==> src/rtl/cla_pkg.sv <==
// Shared definitions for the shared-CLA-adder controller and its arbiter.
package cla_pkg;

    localparam int unsigned DEFAULT_N       = 8;
    localparam int unsigned DEFAULT_R       = 4;
    localparam int unsigned DEFAULT_ADD_LAT = 1;

    // Width needed to hold indices 0..value-1, never less than 1.
    function automatic int unsigned clog2(input int unsigned value);
        int unsigned w;
        w = 0;
        for (int unsigned i = 0; i < 32; i++) begin
            if ((64'd1 << i) < 64'(value)) begin
                w = i + 1;
            end
        end
        return (w == 0) ? 1 : w;
    endfunction

    localparam int unsigned ID_W = clog2(DEFAULT_R);

    // Tag travelling alongside an in-flight add for the default configuration.
    typedef struct packed {
        logic            valid;
        logic [ID_W-1:0] id;
    } tag_t;

    localparam int unsigned TAG_W = $bits(tag_t);

endpackage

==> src/rtl/cla_rr_arbiter.sv <==
// Round-robin arbiter: one-hot grant searched from a rotating pointer.
// The pointer moves past the granted requester only when advance is high.
module cla_rr_arbiter
    import cla_pkg::*;
#(
    parameter int unsigned R = DEFAULT_R,
    localparam int unsigned PW = clog2(R)
) (
    input  logic          clk,
    input  logic          reset,
    input  logic [R-1:0]  req_i,
    input  logic          adv_i,
    output logic [R-1:0]  grant_o,
    output logic [PW-1:0] gidx_o
);

    logic [PW-1:0] ptr_q, ptr_d;

    // First requesting index at or after the pointer, wrapping around.
    always_comb begin
        int unsigned idx;
        logic        found;
        grant_o = '0;
        gidx_o  = '0;
        found   = 1'b0;
        idx     = 0;
        for (int unsigned k = 0; k < R; k++) begin
            idx = (32'(ptr_q) + k) % R;
            if (!found && req_i[idx]) begin
                found        = 1'b1;
                grant_o[idx] = 1'b1;
                gidx_o       = PW'(idx);
            end
        end
    end

    // Pointer moves to the requester after the one just served.
    always_comb begin
        ptr_d = ptr_q;
        if (adv_i) begin
            ptr_d = PW'((32'(gidx_o) + 1) % R);
        end
    end

    // Pointer register.
    always_ff @(posedge clk) begin
        if (reset) begin
            ptr_q <= '0;
        end else begin
            ptr_q <= ptr_d;
        end
    end

endmodule

==> src/rtl/cla_add_share_ctrl.sv <==
// Shares one registered CLA adder among R requesters. Operands are issued
// through registers, the requester id rides a tag pipe matched to the adder
// latency, and each sum comes back as a one-cycle one-hot pulse.
module cla_add_share_ctrl
    import cla_pkg::*;
#(
    parameter int unsigned N       = DEFAULT_N,
    parameter int unsigned R       = DEFAULT_R,
    parameter int unsigned ADD_LAT = DEFAULT_ADD_LAT
) (
    input  logic           clk,
    input  logic           reset,
    input  logic [R-1:0]   req_valid,
    output logic [R-1:0]   req_ready,
    input  logic [R*N-1:0] req_a,
    input  logic [R*N-1:0] req_b,
    output logic [N-1:0]   add_a,
    output logic [N-1:0]   add_b,
    input  logic [N:0]     add_sum,
    output logic [R-1:0]   rsp_valid,
    output logic [N:0]     rsp_sum,
    output logic           busy
);

    localparam int unsigned RID_W = clog2(R);
    localparam int unsigned DEPTH = 1 + ADD_LAT;

    // Tag sized for this instance's requester count.
    typedef struct packed {
        logic             valid;
        logic [RID_W-1:0] id;
    } slot_t;

    logic [R-1:0]     arb_req;
    logic [R-1:0]     grant;
    logic [RID_W-1:0] gidx;
    logic             hs;

    logic [N-1:0]     a_q, a_d;
    logic [N-1:0]     b_q, b_d;
    slot_t            tag_q [DEPTH];
    slot_t            tag_in;
    logic [R-1:0]     rsp_valid_q, rsp_valid_d;
    logic [N:0]       rsp_sum_q, rsp_sum_d;

    // Requests are masked during reset so nothing can be accepted then.
    assign arb_req   = reset ? '0 : req_valid;
    assign req_ready = grant;
    assign hs        = |(req_valid & grant);

    cla_rr_arbiter #(
        .R(R)
    ) u_arb (
        .clk     (clk),
        .reset   (reset),
        .req_i   (arb_req),
        .adv_i   (hs),
        .grant_o (grant),
        .gidx_o  (gidx)
    );

    // Operand mux: granted slice on handshake, otherwise hold.
    always_comb begin
        a_d = a_q;
        b_d = b_q;
        for (int unsigned i = 0; i < R; i++) begin
            if (grant[i]) begin
                a_d = req_a[i*N +: N];
                b_d = req_b[i*N +: N];
            end
        end
        tag_in.valid = hs;
        tag_in.id    = gidx;
    end

    // Issue registers feeding the shared adder.
    always_ff @(posedge clk) begin
        if (reset) begin
            a_q <= '0;
            b_q <= '0;
        end else begin
            a_q <= a_d;
            b_q <= b_d;
        end
    end

    // Tag pipe: stage 0 is the issue stage, last stage lines up with add_sum.
    always_ff @(posedge clk) begin
        if (reset) begin
            for (int unsigned k = 0; k < DEPTH; k++) begin
                tag_q[k] <= '0;
            end
        end else begin
            tag_q[0] <= tag_in;
            for (int unsigned k = 1; k < DEPTH; k++) begin
                tag_q[k] <= tag_q[k-1];
            end
        end
    end

    // Response capture when the tag pipe delivers a valid tag.
    always_comb begin
        rsp_valid_d = '0;
        rsp_sum_d   = rsp_sum_q;
        if (tag_q[DEPTH-1].valid) begin
            rsp_valid_d[tag_q[DEPTH-1].id] = 1'b1;
            rsp_sum_d                      = add_sum;
        end
    end

    // Response registers.
    always_ff @(posedge clk) begin
        if (reset) begin
            rsp_valid_q <= '0;
            rsp_sum_q   <= '0;
        end else begin
            rsp_valid_q <= rsp_valid_d;
            rsp_sum_q   <= rsp_sum_d;
        end
    end

    // Busy while any tag stage holds a live op.
    always_comb begin
        busy = 1'b0;
        for (int unsigned k = 0; k < DEPTH; k++) begin
            busy = busy | tag_q[k].valid;
        end
    end

    assign add_a     = a_q;
    assign add_b     = b_q;
    assign rsp_valid = rsp_valid_q;
    assign rsp_sum   = rsp_sum_q;

endmodule
==> config.mk <==
export PLATFORM = sky130hd
export DESIGN_NAME = cla_add_share_ctrl
export DESIGN_NICKNAME = d
export VERILOG_FILES = /design/src/rtl/cla_pkg.sv /design/src/rtl/cla_rr_arbiter.sv /design/src/rtl/cla_add_share_ctrl.sv
export SDC_FILE = /design/constraint.sdc
export NUM_CORES = 1
export LEC_CHECK = 0
export ABC_AREA = 1
export CAP_MARGIN = 25
export CORE_MARGIN = 10
export CORE_UTILIZATION = 30
export DETAILED_ROUTE_END_ITERATION = 8
export DONT_BUFFER_PORTS = 1
export PLACE_DENSITY_LB_ADDON = 0.05
export RECOVER_POWER = 25
export REMOVE_ABC_BUFFERS = 1
export SLEW_MARGIN = 20
export SYNTH_ARGS = -nofsm -noshare
export SYNTH_HDL_FRONTEND = slang
export SYNTH_SLANG_ARGS = --single-unit
==> constraint.sdc <==
create_clock -name clk -period 4.6 [get_ports clk]
set_clock_uncertainty 0.2 [all_clocks]
set_input_delay 0.92 -clock clk [delete_from_list [all_inputs] [get_ports clk]]
set_output_delay 0.92 -clock clk [all_outputs]
set_load 0.05 [all_outputs]
### Yosys cells after proc, flatten, opt, wreduce, memory -nomap -nowiden

Memories as Yosys holds them, arrays and structs flattened.
Cells that the tools add are included.

| storage, ports and cells | value |
|---|---|
| output and inout bits | 34 |
| bits in writable memories | 6 |
| bits of input ports | 79 |
| flip-flop bits (word level) | 31 |
| word-level logic and storage cells | 85 |
| memories | 1 |

Memory list:

| name | depth | width | rd ports | clocked after memory_dff | wr ports | RTL line | source |
|---|---|---|---|---|---|---|---|
| tag_q | 2 | 3 | 2 | 0 | 2 | cla_add_share_ctrl.sv:41 | `slot_t tag_q [DEPTH];` |

| cells by class | value |
|---|---|
| reductions and logical operators | 14 |
| add/sub/neg operators | 4 |
| bitwise gates (word level) | 8 |
| $lt $le $gt $ge | 10 |
| muxes and demuxes | 43 |

Operator list:

| kind | count |
|---|---|
| 8-bit 2-to-1 mux | 8 |
| 4-bit 2-to-1 mux | 5 |
| 2-bit by 3-bit < comparator with 1-bit output (second input constant) | 5 |
| 1-bit 2-to-1 mux | 15 |
| 4-bit bitwise OR | 3 |
| 1-bit demux with 2-bit select | 5 |
| 2-bit by 1-bit greater-or-equal comparator with 1-bit output (second input constant) | 5 |
| 1-bit binary-select mux with 2-bit select | 4 |
| 1-bit logical AND | 8 |
| 2-bit 2-to-1 mux | 4 |
| 3-bit 2-to-1 mux | 2 |
| 2-bit by 1-bit adder with 2-bit output (second input constant) | 2 |
| 2-bit adder (second input constant) | 2 |
| 4-bit bitwise AND | 1 |
| 4-bit nonzero test | 1 |
| 4-bit OR reduction | 1 |
| 1-bit zero test | 3 |
| 1-bit bitwise OR | 3 |
| 2-bit OR reduction | 1 |
| 1-bit NOT | 1 |

### Logic depth before layout (Yosys ltp)

| depth | value |
|---|---|
| word-level depth | 17 |
| depth in mapped cells | 16 |

### Modules after synthesis

Synthesis repeated with hierarchy kept, for this count alone.

| second synthesis, totals | value |
|---|---|
| cell total of the unflattened synthesis | 384 |
| area total of the unflattened synthesis | 2376.0 sq um |

Modules (own cells, without submodules):

| module | instances | sequential area each (sq um) | area an instance (sq um) | cells each |
|---|---|---|---|---|
| cla_add_share_ctrl | 1 | 700.7 | 1839.3 | 296 |
| cla_rr_arbiter | 1 | 40.0 | 536.8 | 88 |

### Worst setup path before layout

No wires, ideal clock.

| path | value |
|---|---|
| path type | input-to-output |
| start point | input port reset |
| end point | output port req_ready[2] |
| required time | 3480 ps |
| data arrival time | 2164 ps |
| stages | 10 |
| slack | 1316 ps |
| cells stage by stage | inv_2 > buf_4 > nand3_1 > nand3_1 > nand2_2 > nand2_2 > nor2_8 > nand3_1 > nand2_2 > buf_2 |

| on the way | value |
|---|---|
| longest elaborated chain between the ends | 13 |

RTL lines:

| element | RTL line | source |
|---|---|---|
| start: declaration | cla_add_share_ctrl.sv:12 | `input logic reset,` |
| 4-bit 2-to-1 mux (*) | cla_add_share_ctrl.sv:47 | `assign arb_req = reset ? '0 : req_valid;` |
| 1-bit binary-select mux with 2-bit select | cla_rr_arbiter.sv:29 | `if (!found && req_i[idx]) begin` |
| 1-bit 2-to-1 mux (implied by the code) | cla_rr_arbiter.sv:29 |  |
| 1-bit 2-to-1 mux | cla_rr_arbiter.sv:29 |  |
| 1-bit zero test | cla_rr_arbiter.sv:29 |  |
| 1-bit logical AND | cla_rr_arbiter.sv:29 |  |
| 1-bit 2-to-1 mux | cla_rr_arbiter.sv:29 |  |
| 1-bit zero test | cla_rr_arbiter.sv:29 |  |
| 1-bit logical AND | cla_rr_arbiter.sv:29 |  |
| 1-bit 2-to-1 mux | cla_rr_arbiter.sv:29 |  |
| 1-bit zero test | cla_rr_arbiter.sv:29 |  |
| 1-bit logical AND | cla_rr_arbiter.sv:29 |  |
| 4-bit 2-to-1 mux (*) | cla_rr_arbiter.sv:29 |  |
| end: declaration | cla_add_share_ctrl.sv:14 | `output logic [R-1:0] req_ready,` |

Every way passes the cells marked *; elsewhere a longest branch is shown, timed or not. The select of a mux whose other input is x is not followed.

### Worst setup path in the final report

| path | value |
|---|---|
| start point | input port reset |
| end point | output port req_ready[1] |

The elaborated chain is that of the path after synthesis.

==> impl_metrics.json <==
{
  "die-area_sq_um": 11760,
  "setup_tns_ps": 0,
  "htreeDepth": 2,
  "outcome": "complete, no violations",
  "met1_length_mm": 3.399,
  "multi_input_area_sq_um": 1366,
  "clk_pin_slew_ps": 80,
  "setup_ws_ps": 797.9,
  "vias": 2253,
  "yosysTopAreaCellShare_pct": 31.56,
  "wl_per_cell_microns": 17.22,
  "slew_headroom_pct": 56.17,
  "p_per_area_nw_per_um2": 1067,
  "worst_setup_path_end_kind": "output port",
  "min_path_type": "reg2reg",
  "numCtsBuffers": 5,
  "hold_path_depth": 2,
  "ys_types": 23,
  "maxSlewViolCount": 0,
  "route.met3.wl_microns": 706,
  "antenna_found_initial": 0,
  "area_growth_pct": 5.330,
  "vdd.ir_drop.worst_mv": 0.4528,
  "pre_cts_slack_ps": 1026,
  "gp_congestion": 0.8576,
  "post-route-min-period_ps": 3802,
  "grt-ovfl-total": 0,
  "num_antenna_cells": 0,
  "synth_area_sq_um": 2347,
  "start_util_pct": 30.53,
  "crit_arrival_ps": 2680,
  "insertion_delay_ps": 280,
  "critPathKind": "in2out",
  "r2r_end": "add_b[4]$_SDFFE_PP0P_",
  "avgViaCountPerCell": 4.866,
  "num_rows": 32,
  "grt_pass1_vias": 2173,
  "ys_ff_latch": 37,
  "fin_nets": 445,
  "grt_max_degree": 33,
  "period_share_pct": 82.66,
  "fillers": 893,
  "final_antenna_net_count": 0,
  "root_buffer": "clkbuf_8",
  "wl_met2_mm": 3.823,
  "regArea_sq_um": 740.7,
  "post_cts_buffers": 0,
  "cts_resized": 0,
  "firstDrtPassIters": 4,
  "grt_pass1_wl_mm": 12.01,
  "drt_wl_total_mm": 7.973,
  "die_h_microns": 108.5,
  "min_to": "tag_q[0][4]$_SDFF_PP0_",
  "remaining_drc_errors": 0,
  "finalSetupViolCount": 0,
  "cp-start-kind": "input pin",
  "numPortBuffers": 0,
  "die_x_microns": 108.5,
  "ys_top_cells_by_area": "dfxtp_1 32%, nand2_1 12%, a21oi_1 10%",
  "routed.top_layer": "met4",
  "syn_avg_cell_area_sq_um": 6.361,
  "hold_violations": 0,
  "clk_path_buf_depth": 2,
  "holdCritStartpoint": "tag_q[0][1]$_SDFF_PP0_",
  "worstPathRequired_ps": 3480,
  "leakagePower_uw": 0.001167,
  "drtIter0Drc": 95,
  "num_io_pins": 113,
  "crit_path_max_fanout": 20,
  "worst_pin_slew_ps": 655.7,
  "rsz0062_at_grt": "no",
  "cts_tree": "yes",
  "yosysWarnings": 0,
  "syn_inst": 369,
  "postLayoutCoreUtil_pct": 32.16,
  "reg2reg_from": "u_arb.ptr_q[1]$_SDFFE_PP0P_",
  "grt_use_total_pct": 12.70,
  "reg2reg_depth": 13,
  "hpwl_mm": 6.044,
  "ys_seq_area_share_pct": 31.56,
  "core_sq_um": 7687,
  "r2r_setup_slack_ps": 1230,
  "fmax_mhz": 263.0,
  "cap_violations": 0,
  "drive_above_1_share_pct": 8.310,
  "cts_hold_buffers": 0,
  "cts_sinks": 37,
  "synth_top_cell_by_area": "dfxtp_1"
}
-- cell usage in the layout (no fill, tap or decap) --
cell / count
nand3_2: 3
clkinv_4: 2
clkinv_2: 1
nand2_1: 77
nand4_1: 16
ha_1: 6
inv_1: 31
nand2_2: 6
nand2_4: 2
nor2_2: 3
clkinv_1: 1
buf_4: 2
nand3_4: 2
clkbuf_8: 5
dfxtp_1: 37
nor3_1: 4
nand3_1: 22
nor2_8: 1
a21oi_1: 48
nor2_1: 62
inv_2: 3
o21ai_1: 16
o21ai_0: 11
-- stage by stage --
step / hold slack [ps] / instances / instance area, sq um / power (uW)
finish: 208.8 / 463 / 2472 / 2637
global route: 232.2 / 463 / 2472 / 2923
global placement: 196.9 / 455 / 2381 / 2426
floorplan: 188.3 / 351 / 2238 / 2047
CTS: 211.9 / 463 / 2472 / 2674
detailed placement: 199.1 / 455 / 2381 / 2429
-- area by class of cell --
class / count / share of cell area (%)
clock buffer: 5 / 2.783
sequential: 37 / 29.96
clock inverter: 3 / 0.9109
timing repair buffer: 2 / 0.6073
tap: 102 / 5.162
inverter: 35 / 5.314
multi-input combinational: 279 / 55.26
-- cell usage after synthesis --
cell	number
o21ai_1	16
nand2_4	2
nand3_1	22
clkbuf_1	4
ha_1	6
buf_2	9
nor2_1	62
buf_6	3
nor2_8	1
inv_2	4
inv_1	30
nand2_1	77
clkinv_1	1
dfxtp_1	37
nand3_2	3
a21oi_1	48
nand3_4	2
o21ai_0	11
buf_4	2
nor2_2	3
nor3_1	4
nand2_2	6
nand4_1	16
-- layer usage --
metal | vias to the layer above | global-route usage [%]
met3 | 4 | 4.819
met2 | 63 | 20.86
met1 | 1003 | 15.41
li1 | 1183 | -
met4 | 0 | 2.825
met5 | - | 0
-- critical path: stages --
cell and delay [ps]:
inv_1 420, nand3_1 170, nand3_1 150, nand2_2 130, nand3_1 110, nand2_1 70, inv_2 280, nand3_4 410
-- sequential cells by signal, indices dropped and copies added, names as in the netlist --
name         count
u_arb.ptr_q      2
rsp_sum          9
rsp_valid        4
add_a            8
tag_q            6
add_b            8
-- power by group --
| group | switching (uW) | internal, uW | leakage, uW |
|---|---|---|---|
| clock | 124 | 108 | 0.0000481 |
| combinational | 1170 | 491 | 0.000814 |
| sequential | 314 | 429 | 0.000305 |
| total | 1610 | 1030 | 0.00117 |
-- worst max path at each step --
stage	start	endpoint
floorplan	reset	req_ready[2]
global placement	reset	req_ready[1]
detailed placement	reset	req_ready[1]
CTS	u_arb.ptr_q[1]$_SDFFE_PP0P_	req_ready[1]
global route	reset	req_ready[1]
finish	reset	req_ready[1]
-- logic make-up (layout without fill, tap and decap cells) --
group | Yosys count | in the layout | share of synthesized area (%)
AND/OR/NAND/NOR | 198 | 198 | 39.02
AO/OA/AOI/OAI | 75 | 75 | 15.99
buffers and inverters | 53 | 45 | 10.23
flip-flops | 37 | 37 | 31.56
adder cells (fa/ha/maj) | 6 | 6 | 3.198
Note: power is estimated with default switching activity, not from simulation.
